File: src/rtl/multicycle_control.sv
// Multi-cycle MIPS control FSM: fetch/decode/execute/memory/writeback sequencing
// with a memory-ready wait counter, timeout trap and sticky illegal flag.
module multicycle_control #(
  parameter int OPCODE_W = 6,
  parameter int ALU_OP_W = 2,
  parameter int TIMEOUT  = 15,
  parameter int CNT_W    = 4
) (
  input  logic                clk,
  input  logic                rst,
  input  logic [OPCODE_W-1:0] opcode,
  input  logic                mem_ready,
  output logic                pc_write,
  output logic                pc_write_cond,
  output logic                i_or_d,
  output logic                mem_read,
  output logic                mem_write,
  output logic                ir_write,
  output logic                mem_to_reg,
  output logic                reg_dst,
  output logic                reg_write,
  output logic                alu_src_a,
  output logic [1:0]          alu_src_b,
  output logic                ext_zero,
  output logic [ALU_OP_W-1:0] alu_op,
  output logic [1:0]          pc_source,
  output logic                illegal,
  output logic [3:0]          state
);

  typedef enum logic [3:0] {
    S_RESET    = 4'd0,
    S_FETCH    = 4'd1,
    S_DECODE   = 4'd2,
    S_MEM_ADDR = 4'd3,
    S_MEM_RD   = 4'd4,
    S_MEM_WB   = 4'd5,
    S_MEM_WR   = 4'd6,
    S_EXEC_R   = 4'd7,
    S_R_WB     = 4'd8,
    S_BRANCH   = 4'd9,
    S_JUMP     = 4'd10,
    S_EXEC_I   = 4'd11,
    S_I_WB     = 4'd12,
    S_TRAP     = 4'd13
  } state_t;

  localparam logic [OPCODE_W-1:0] OP_R   = OPCODE_W'(6'b000000);
  localparam logic [OPCODE_W-1:0] OP_LW  = OPCODE_W'(6'b100011);
  localparam logic [OPCODE_W-1:0] OP_SW  = OPCODE_W'(6'b101011);
  localparam logic [OPCODE_W-1:0] OP_BEQ = OPCODE_W'(6'b000100);
  localparam logic [OPCODE_W-1:0] OP_J   = OPCODE_W'(6'b000010);
  localparam logic [OPCODE_W-1:0] OP_ORI = OPCODE_W'(6'b001101);
  localparam logic [OPCODE_W-1:0] OP_LUI = OPCODE_W'(6'b001111);
  localparam logic [CNT_W-1:0]    CNT_TO = CNT_W'(TIMEOUT);

  state_t           state_q, state_d;
  logic [CNT_W-1:0] cnt_q, cnt_d;
  logic             illegal_q, illegal_d;

  always_ff @(posedge clk or posedge rst) begin
    if (rst) begin
      state_q   <= S_RESET;
      cnt_q     <= '0;
      illegal_q <= 1'b0;
    end else begin
      state_q   <= state_d;
      cnt_q     <= cnt_d;
      illegal_q <= illegal_d;
    end
  end

  always_comb begin
    state_d       = state_q;
    cnt_d         = '0;
    pc_write      = 1'b0;
    pc_write_cond = 1'b0;
    i_or_d        = 1'b0;
    mem_read      = 1'b0;
    mem_write     = 1'b0;
    ir_write      = 1'b0;
    mem_to_reg    = 1'b0;
    reg_dst       = 1'b0;
    reg_write     = 1'b0;
    alu_src_a     = 1'b0;
    alu_src_b     = 2'b00;
    ext_zero      = 1'b0;
    alu_op        = '0;
    pc_source     = 2'b00;
    case (state_q)
      S_RESET: state_d = S_FETCH;
      S_FETCH: begin
        mem_read  = 1'b1;
        alu_src_b = 2'b01;
        // IR and PC load only in the cycle memory actually delivers
        if (mem_ready) begin
          ir_write = 1'b1;
          pc_write = 1'b1;
          state_d  = S_DECODE;
        end else if (cnt_q == CNT_TO) begin
          state_d = S_TRAP;
        end else begin
          cnt_d = cnt_q + 1'b1;
        end
      end
      S_DECODE: begin
        alu_src_b = 2'b11;
        if (opcode == OP_R)                         state_d = S_EXEC_R;
        else if (opcode == OP_LW || opcode == OP_SW) state_d = S_MEM_ADDR;
        else if (opcode == OP_BEQ)                  state_d = S_BRANCH;
        else if (opcode == OP_J)                    state_d = S_JUMP;
        else if (opcode == OP_ORI || opcode == OP_LUI) state_d = S_EXEC_I;
        else                                        state_d = S_TRAP;
      end
      S_MEM_ADDR: begin
        alu_src_a = 1'b1;
        alu_src_b = 2'b10;
        state_d   = (opcode == OP_SW) ? S_MEM_WR : S_MEM_RD;
      end
      S_MEM_RD, S_MEM_WR: begin
        i_or_d    = 1'b1;
        mem_read  = (state_q == S_MEM_RD);
        mem_write = (state_q == S_MEM_WR);
        if (mem_ready)             state_d = (state_q == S_MEM_RD) ? S_MEM_WB : S_FETCH;
        else if (cnt_q == CNT_TO)  state_d = S_TRAP;
        else                       cnt_d   = cnt_q + 1'b1;
      end
      S_MEM_WB: begin
        reg_write  = 1'b1;
        mem_to_reg = 1'b1;
        state_d    = S_FETCH;
      end
      S_EXEC_R: begin
        alu_src_a = 1'b1;
        alu_op    = ALU_OP_W'(2'b10);
        state_d   = S_R_WB;
      end
      S_R_WB: begin
        reg_write = 1'b1;
        reg_dst   = 1'b1;
        state_d   = S_FETCH;
      end
      S_BRANCH: begin
        alu_src_a     = 1'b1;
        alu_op        = ALU_OP_W'(2'b01);
        pc_write_cond = 1'b1;
        pc_source     = 2'b01;
        state_d       = S_FETCH;
      end
      S_JUMP: begin
        pc_write  = 1'b1;
        pc_source = 2'b10;
        state_d   = S_FETCH;
      end
      S_EXEC_I: begin
        alu_src_a = 1'b1;
        alu_src_b = 2'b10;
        alu_op    = ALU_OP_W'(2'b11);
        ext_zero  = (opcode == OP_ORI);
        state_d   = S_I_WB;
      end
      S_I_WB: begin
        reg_write = 1'b1;
        state_d   = S_FETCH;
      end
      S_TRAP:  state_d = S_TRAP;
      default: state_d = S_TRAP;
    endcase
    illegal_d = illegal_q | (state_d == S_TRAP);
  end

  assign illegal = illegal_q;
  assign state   = state_q;

endmodule

File: config.mk
export PLATFORM = sky130hd
export DESIGN_NAME = multicycle_control
export DESIGN_NICKNAME = d
export VERILOG_FILES = /design/src/rtl/multicycle_control.sv
export SDC_FILE = /design/constraint.sdc
export NUM_CORES = 1
export LEC_CHECK = 0
export ABC_AREA = 1
export CAP_MARGIN = 20
export CORE_UTILIZATION = 39
export CTS_CLUSTER_DIAMETER = 80
export CTS_CLUSTER_SIZE = 25
export DETAILED_ROUTE_END_ITERATION = 16
export PLACE_DENSITY = 0.73
export SYNTH_ARGS = -nofsm -noshare
export SYNTH_HDL_FRONTEND = slang
export SYNTH_SLANG_ARGS = --single-unit
File: constraint.sdc
create_clock -name clk -period 1.5 [get_ports clk]
set_clock_uncertainty 0.2 [all_clocks]
set_input_delay 0.225 -clock clk [delete_from_list [all_inputs] [get_ports clk]]
set_output_delay 0.225 -clock clk [all_outputs]
set_load 0.02 [all_outputs]
==> results.cfg <==
[place]
io_buffers = 30
globalplace.congestion = 0.8435
dp_hpwl_um = 2220
dp.cells = 220
place_ws_ns = -0.6481

[layout]
fillers = 81
layout.nets = 214
multi_input_area_um2 = 728.2
drive_above_1_share_pct = 68.97
final_cells = 230
area_delta_synth_final_pct = 121.3
diodes = 0
area.sequential_um2 = 230.2

[synth]
synth_fp_nets = 133
synth-seq-area-share_pct = 27.73
ys.flop_type = dfrtp_1
ys_async_sr_fraction_pct = 100.0
yosys-top-cells-area = dfrtp_1, nand2_1, inv_1
synth_top_area_share_pct = 27.73
yosys_warnings = 0
syn_area_um2 = 812.0
synth_edf_count = 0
synth.largest_area_cell = dfrtp_1
netlist-cell-type-count = 22
yosys.cell_count.top_type = nand2_1
syn_inst = 123
avgSynthCellArea_um2 = 6.602
synthTopCellsByCount = nand2_1, inv_1, nor2_1, nand3_1, dfrtp_1
synth-seq-cells = 9

[grt]
grt_pass1_vias = 1138
track_usage_pct = 34.42
grt_max_degree = 10
antenna_found_initial = 0
grt_pass1_wl_um = 5285
grt_overflow = 0

[floorplanning]
std_cell_rows = 16
die_area_um2 = 2269
ioPinCount = 31
die_x_um = 47.63
die_h_um = 47.63
initial_utilization_pct = 41.39
coreArea_um2 = 1962

[sta]
final-setup-viol-count = 26
rsz0062_at_grt = yes
fmax_mhz = 542.9
min_period_over_period_pct = 122.8
min_period_ns = 1.842
timing.final.ws_setup_ns = -0.3419
hold_viol = 0
drv_slew = 0
tightest_slew_ns = 0.3719
final.setup.tns_ns = -5.527
slew_headroom_pct = 75.03

[clock_tree]
clkTransAtPathRegs_ns = 0.07
clk_latency_ns = 0.27
cts-hold-fix-buffers = 0
cts.sinks = 9
root_buffer = clkbuf_4
cts.path.max_buffers = 2
cts_tree = built
h-tree-depth = 1
numCtsBuffers = 3

[setup_path]
crit_path_max_incr_delay_ns = 0.48
cp_cell_sequence = nor2_4 -> nand2_4 -> nor2_4 -> inv_2 -> o21ai_4 -> buf_6
crit_path_frequent_cell = nor2_4
critPathKind = flip-flop to output port
arrival_ns = 1.42
crit_path_end_kind = output port
cp_slowest_cell = dfrtp_2
start_kind = flip-flop
worstPathRequired_ns = 1.07
cp_max_fo = 5

[drt]
drt_iter0_markers = 47
wl_um = 4193
vias = 1253
dr.pass1.iters = 4
ant_nets = 0
drcViolationCount = 0
wl_per_cell_um = 18.23
viasPerCell = 5.448

[status]
violations = negative setup slack
run_status = finished with violations

[power]
vdd_ir_drop_max_mv = 0.5870
power_density_nw_per_um2 = 283.9
p_leak_nw = 0.8923
total_power_mw = 0.5101

[flow_run]
max_cap_violations = 0

[hold_path]
hold_path.class = input port to asynchronous set/reset pin
layout by cell type, fill, tap and decap left out, drive strengths merged:
master and n:
nor3 3, nand2 36, xor2 1, o22ai 1
dfrtp 9, buf 67, nor2 22, nand3 17
inv 23, ha 1, o21a 1, a21oi 1
clkdlybuf4s50 7, clkinv 1, dlygate4sd2 2, o21ai 4
o2111ai 1, clkbuf 3, nand4 2, xnor2 1
kinds of logic (layout without fill, tap and decap cells):
family	after synthesis	in the layout	share of synthesized area, %
and+or+nand+nor	80	80	52.08
buffers and inverters	23	103	10.63
DFF	9	9	27.74
AOI/OAI and AO/OA	8	8	5.856
xor gates and xnor gates	2	2	2.158
adders and majority gates	1	1	1.541
state kept, by name (all words and copies together), names as in the netlist:
name / flops
state: 4
cnt_q: 4
illegal: 1
worst max-delay path: cells and delay by family, from the launching register on:
family / cells / cell delay [ns]
compound gates: 1 / 0.06
buf+inv: 2 / 0.20
flops: 1 / 0.48
simple gates: 3 / 0.41
power breakdown:
| part | internal (mW) | switching, mW |
|---|---|---|
| logic | 0.0368 | 0.0390 |
| registers | 0.243 | 0 |
| clock network | 0.0984 | 0.0933 |
cell type report:
type	instances	share of cell area [%]
timing repair buffer	76	37.88
tap	27	1.880
sequential	9	12.81
multi-input combinational	91	40.53
clock inverter	1	0.2786
inverter	23	5.362
clock buffer	3	1.253
worst paths after layout:
check | from | to | slack, ns | cells past startpoint
max | state[2] | pc_write | -0.34 | 6
min | rst | state[1] | 0.04 | 2
max reg2reg | state[2] | illegal | -0.24 | 11
min reg2reg | illegal | illegal | 0.26 | 2
max in group asynchronous | rst | state[0] | 0.77 | 2
min in group clk | illegal | illegal | 0.26 | 2
repair_timing:
item                       CTS  global route
pin swaps                   13             7
resized for setup          156            20
setup endpoints to repair   29            27
buffers inserted             7             1
layer usage:
layer	vias up	share of wire (%)	global-route usage (%)
li1	545	-	-
met1	581	36	37.56
met2	98	50	59.18
met3	29	9.5	11.70
met4	0	5.3	17.78
met5	-	0	0
metrics by stage:
step                      instance area, µm²  hold WS (ns)  util (%)
final                                   1797       0.04465     91.58
after floorplan                        899.6       -0.1474         -
after detailed placement                1534        0.2611     78.19
after CTS                               1715       0.01751     87.44
after global routing                    1797       0.09905     91.58
after global placement                  1534        0.2517     78.19
Note: power is estimated with default switching activity, not from simulation.
